--- config.mk ---
export PLATFORM = sky130hd
export DESIGN_NAME = ram_scan_reader
export DESIGN_NICKNAME = d
export VERILOG_FILES = /design/src/rtl/ram_scan_reader.sv
export SDC_FILE = /design/constraint.sdc
export NUM_CORES = 1
export LEC_CHECK = 0
export ABC_AREA = 1
export BUFFER_PORTS_ARGS = -buffer_cell sky130_fd_sc_hd__buf_2
export CAP_MARGIN = 20
export CORE_AREA = 3 3 75 77
export CTS_CLUSTER_DIAMETER = 30
export DETAILED_ROUTE_END_ITERATION = 8
export DIE_AREA = 0 0 78 80
export HOLD_SLACK_MARGIN = 0.12
export PLACE_DENSITY_LB_ADDON = 0.15
export SLEW_MARGIN = 20
export SYNTH_ARGS = -nofsm -noshare
export SYNTH_HDL_FRONTEND = slang
export SYNTH_SLANG_ARGS = --single-unit
--- constraint.sdc ---
create_clock -name clk -period 1.65 [get_ports clk]
set_input_delay 0.165 -clock clk [delete_from_list [all_inputs] [get_ports clk]]
set_output_delay 0.165 -clock clk [all_outputs]
set_load 0.005 [all_outputs]
--- src/rtl/ram_scan_reader.sv ---
// Paced read-address scanner for the scratch RAM: advances on a tick or a manual step,
// waits out the RAM read latency, then latches address and word for the display stage.
module ram_scan_reader #(
    parameter int ADDR_W   = 5,
    parameter int DATA_W   = 3,
    parameter int TICK_CNT = 25_000_000,
    parameter int RD_LAT   = 1
) (
    input  logic              clk,
    input  logic              reset,
    input  logic              enable,
    input  logic              step,
    input  logic              wr_en,
    input  logic [ADDR_W-1:0] wr_addr,
    output logic [ADDR_W-1:0] rd_addr,
    input  logic [DATA_W-1:0] rd_data,
    output logic [ADDR_W-1:0] disp_addr,
    output logic [DATA_W-1:0] disp_data,
    output logic              disp_valid,
    output logic              busy,
    output logic              wrap
);

    localparam int                CNT_W    = $clog2(TICK_CNT);
    localparam logic [CNT_W-1:0]  CNT_LAST = CNT_W'(TICK_CNT - 1);
    // lat holds the remaining WAIT cycles minus one, so WAIT lasts exactly RD_LAT cycles
    localparam logic [1:0]        LAT_LOAD = 2'(RD_LAT - 1);

    typedef enum logic [1:0] {
        S_HOLD,
        S_WAIT,
        S_CAPTURE
    } state_t;

    state_t              r_state;
    logic [1:0]          r_lat;
    logic                r_pend;
    logic                r_step_d;
    logic [CNT_W-1:0]    r_tick_cnt;
    logic [ADDR_W-1:0]   r_rd_addr;
    logic [ADDR_W-1:0]   r_disp_addr;
    logic [DATA_W-1:0]   r_disp_data;
    logic                r_disp_valid;
    logic                r_busy;
    logic                r_wrap;

    logic                w_tick;
    logic                w_step_edge;
    logic                w_ae;
    logic                w_re;
    logic [ADDR_W-1:0]   w_addr_inc;

    assign w_tick      = enable && (r_tick_cnt == CNT_LAST);
    assign w_step_edge = step && !r_step_d;
    assign w_ae        = enable ? w_tick : w_step_edge;
    assign w_re        = wr_en && (wr_addr == r_rd_addr);
    assign w_addr_inc  = r_rd_addr + ADDR_W'(1);

    always_ff @(posedge clk or posedge reset) begin
        if (reset) begin
            r_tick_cnt <= '0;
            r_step_d   <= 1'b0;
        end else begin
            r_step_d <= step;
            if (!enable || (r_tick_cnt == CNT_LAST)) begin
                r_tick_cnt <= '0;
            end else begin
                r_tick_cnt <= r_tick_cnt + CNT_W'(1);
            end
        end
    end

    always_ff @(posedge clk or posedge reset) begin
        if (reset) begin
            r_state      <= S_WAIT;
            r_lat        <= LAT_LOAD;
            r_pend       <= 1'b0;
            r_rd_addr    <= '0;
            r_disp_addr  <= '0;
            r_disp_data  <= '0;
            r_disp_valid <= 1'b0;
            r_busy       <= 1'b1;
            r_wrap       <= 1'b0;
        end else begin
            r_wrap <= 1'b0;
            case (r_state)
                S_HOLD: begin
                    if (w_ae) begin
                        r_rd_addr <= w_addr_inc;
                        r_wrap    <= &r_rd_addr;
                        r_lat     <= LAT_LOAD;
                        r_state   <= S_WAIT;
                        r_busy    <= 1'b1;
                    end else if (w_re) begin
                        r_lat   <= LAT_LOAD;
                        r_state <= S_WAIT;
                        r_busy  <= 1'b1;
                    end
                end
                S_WAIT: begin
                    if (w_tick) begin
                        r_pend <= 1'b1;
                    end
                    // A write hitting the in-flight address restarts the latency window
                    if (w_re) begin
                        r_lat <= LAT_LOAD;
                    end else if (r_lat == 2'd0) begin
                        r_state <= S_CAPTURE;
                    end else begin
                        r_lat <= r_lat - 2'd1;
                    end
                end
                S_CAPTURE: begin
                    r_disp_addr  <= r_rd_addr;
                    r_disp_data  <= rd_data;
                    r_disp_valid <= 1'b1;
                    if (r_pend || w_ae) begin
                        r_pend    <= 1'b0;
                        r_rd_addr <= w_addr_inc;
                        r_wrap    <= &r_rd_addr;
                        r_lat     <= LAT_LOAD;
                        r_state   <= S_WAIT;
                    end else if (w_re) begin
                        r_lat   <= LAT_LOAD;
                        r_state <= S_WAIT;
                    end else begin
                        r_state <= S_HOLD;
                        r_busy  <= 1'b0;
                    end
                end
                default: begin
                    r_state <= S_HOLD;
                    r_busy  <= 1'b0;
                end
            endcase
        end
    end

    assign rd_addr    = r_rd_addr;
    assign disp_addr  = r_disp_addr;
    assign disp_data  = r_disp_data;
    assign disp_valid = r_disp_valid;
    assign busy       = r_busy;
    assign wrap       = r_wrap;

endmodule

==> run_results.csv <==
group,metric,value,unit
placement,finalWeightedCongestion,0.9267,
detailed_routing,drt-initial-drc-count,131,
worst_setup_path,r2r_cells,9,
layout,fin_nets,423,
worst_setup_path,arrival,1.87,ns
detailed_routing,viasPerCell,4.941,
global_route,grt_overflow,0,
sta,worst_slack,-0.02977,ns
cts,root_buffer,"clkbuf_8",
layout,antenna_cells,0,
die,fp.dieW,78,um
yosys,yosysSeqAreaShare,45.22,%
global_route,use_met2,32.02,%
flow_run,max_cap_violations,0,
sta,rsz0062_at_grt,"yes",
die,ios,29,
sta,drv_slew,0,
placement,post-place-ws,-0.01817,ns
die,dieArea,6240,um^2
yosys,synthesis.area,2606,um^2
worst_setup_path,critPathCaptureType,"register",
detailed_routing,vias,2337,
yosys,synth.distinct_cells,36,
global_route,grtUsageTotal,19.86,%
cts,tritoncts,"built",
worst_setup_path,cp_max_fo,7,
die,initial_core_util,51.36,%
sta,tightest_slew,0.4056,ns
power_and_ir_drop,ir_worst_vdd,0.7817,mV
global_route,antenna_found_initial,0,
sta,slew_headroom,72.92,%
die,core_area,5075,um^2
worst_setup_path,r2r-end,"rd_addr[0]",
placement,hpwl,4203,um
yosys,synth_seq_cells,47,
worst_setup_path,worst_r2r_startpoint,"r_tick_cnt[0]",
layout,fillers,428,
run_status,violations,"setup timing",
cts,htreeDepth,2,
yosys,syn_area_per_cell,7.827,um^2
run_status,outcome,"finished with violations",
power_and_ir_drop,power_leakage,1.649,nW
sta,fin_skew,0.002945,ns
worst_setup_path,crit_type,"register to register",
placement,dpl_cell_area,2978,um^2
die,die_h,80,um
detailed_routing,drt_pass1_iterations,4,
yosys,synth.yosys.warnings,0,
cts,cts.clk_slew.worst_paths,0.09,ns
placement,io_buffers,28,
cts,ctsLongestPathBuffers,2,
detailed_routing,wl,5992,um
sta,hold_viol_final,0,
layout,syn_to_final_growth,27.03,%
yosys,synth_cells,333,
detailed_routing,routedWlPerCell,12.67,um
worst_setup_path,worstSetupStartpointType,"register",
detailed_routing,ant_nets,0,
global_route,use_met3,3.612,%
power_and_ir_drop,p_per_area,1195,nW/um^2
cts,cts_made_buffers,5,
global_route,gr-usage-met1,27.61,%
layout,drive_above_1_share,26.30,%
worst_setup_path,reg2reg_slack,-0.03,ns
cts,cts.sinks,47,
sta,max_freq,595.3,MHz
global_route,gr-max-usage-layer,"met2",
die,rows,26,
sta,fin_crit,1.680,ns
global_route,grt_pass1_vias,2201,
sta,post-route-period-util,101.8,%
layout,final_area,3311,um^2
cts,worstSkewPairLatency,0.30,ns
detailed_routing,drc,0,
min_path,min_path_type,"input port to asynchronous set/reset pin",
worst_setup_path,required,1.84,ns
global_route,grt_max_degree,30,
sta,setup_viol,8,
yosys,synth_fp_nets,354,
global_route,grt_pass1_wl,9860,um
## cells by family (layout without fill, tap and decap cells)
kind of cell / count (synthesis) / after routing / synth area share, %
xor gates and xnor gates: 14 / 14 / 4.704
AOI/OAI and AO/OA: 28 / 28 / 6.097
adders and majority gates: 8 / 8 / 3.841
buffers and inverters: 48 / 118 / 7.825
DFF: 47 / 47 / 45.22
and+or+nand+nor: 188 / 188 / 32.31
## where the power goes
group | switching, mW | internal, mW | total [mW]
Sequential | 0.165 | 1.38 | 1.55
Clock | 0.388 | 0.491 | 0.879
Combinational | 0.885 | 0.645 | 1.53
## flip-flops by register name, summed over array words and instances, names as in the netlist
register    cells
r_lat           2
r_state         2
disp_addr       5
disp_data       3
rd_addr         5
r_tick_cnt     25
wrap            1
r_pend          1
disp_valid      1
busy            1
r_step_d        1
## per-layer routing
layer | vias up | share of wire [%] | wire length [um]
li1 | 1185 | - | -
met1 | 1094 | 47 | 2837
met2 | 52 | 48 | 2857
met3 | 6 | 3.9 | 234
met4 | 0 | 1.0 | 62
met5 | - | 0 | 0
## per-stage QoR
stage	utilization, %	setup TNS (ns)	std cells	power, mW	hold slack, ns
floorplan	-	0	333	2.493	0.1964
global placement	58.68	0	449	2.972	0.1822
detailed placement	58.68	-0.03129	449	2.996	0.1836
CTS	62.48	-0.009344	465	3.895	0.3662
global route	65.24	-1.275	473	4.307	0.4178
finish	65.24	-0.08770	473	3.957	0.3911
## placed cells by master (no fill, tap or decap), drive strengths merged
master       instances
nand2               99
buf                 62
nor2                48
dfrtp               45
inv                 41
nand3               14
o21ai               12
nand4               11
xor2                10
a21oi               10
ha                   8
nor3                 7
clkbuf               6
dlygate4sd3          5
xnor2                4
nor4                 3
clkinv               3
and3                 2
a31oi                2
or2                  2
dfstp                2
nand3b               1
nor3b                1
a211oi               1
o211a                1
o31ai                1
o21bai               1
bufinv               1
## area by class of cell
type                            instances  area (um^2)  area share, %
Clock buffer                            6        82.58          2.494
Clock inverter                          2        35.03          1.058
Inverter                               43        165.2          4.989
Multi-Input combinational cell        238         1297          39.19
Sequential cell                        47         1181          35.68
Tap cell                               70        87.58          2.645
Timing Repair Buffer                   67        461.7          13.95
## how the worst max path moves through the flow
stage	startpoint	end	slack [ns]	depth (start not counted)
finish	r_tick_cnt[0]	rd_addr[0]	-0.03	9
global route	r_tick_cnt[0]	rd_addr[0]	-0.12	9
CTS	r_tick_cnt[0]	rd_addr[0]	-0.009	11
detailed placement	r_tick_cnt[0]	rd_addr[0]	-0.02	11
global placement	r_tick_cnt[0]	rd_addr[0]	0.05	9
floorplan	r_state[0]	r_lat[1]	0.04	11
## synth_stat cells
master    number  area, um^2
inv_2          3       11.26
buf_6          3       33.78
clkinv_1       1       3.750
nand3_4        1       17.52
nand3_1       10       50.05
and3_1         2       12.51
o211a_1        1       10.01
a21oi_2        1       8.760
o31ai_1        1       7.510
nor2_4         1       11.26
xnor2_1        4       35.03
nor3_2         2       20.02
nand2_2        3       18.77
clkinv_2       1       5.000
nor3b_1        1       7.510
nand2_1       96       360.4
nor3_1         5       25.02
ha_1           8       100.1
dfstp_2        2       52.55
o21ai_1        2       10.01
nand3b_1       1       7.510
nand4_1       11       68.82
xor2_1        10       87.58
or2_2          2       12.51
nor4_1         3       18.77
a21oi_1        9       45.04
dfrtp_1       45        1126
a31oi_1        2       12.51
inv_1         38       142.6
o21ai_0       10       50.05
clkbuf_1       2       7.510
nand3_2        3       30.03
nor2_1        45       168.9
a211oi_1       1       7.510
nor2_2         2       12.51
o21bai_1       1       7.510
## critical path: stages, from the launching register on
cell and delay, ns:
dfrtp_1 0.41, ha_4 0.17, nand3_4 0.09, inv_2 0.07, nand2_2 0.06, nor2_4 0.15
nand3_4 0.11, nand4_1 0.19, nand3_4 0.14, xor2_1 0.18
## timing repair
action | in CTS | in global routing
endpoints found under the hold margin | 22 | 0
gates resized for setup | 1 | 23
hold buffers | 5 | 0
endpoints found under the setup margin | 5 | 31
buffers inserted | 3 | 8
pin swaps | 5 | 13
Power figures use the tool's default switching activity.
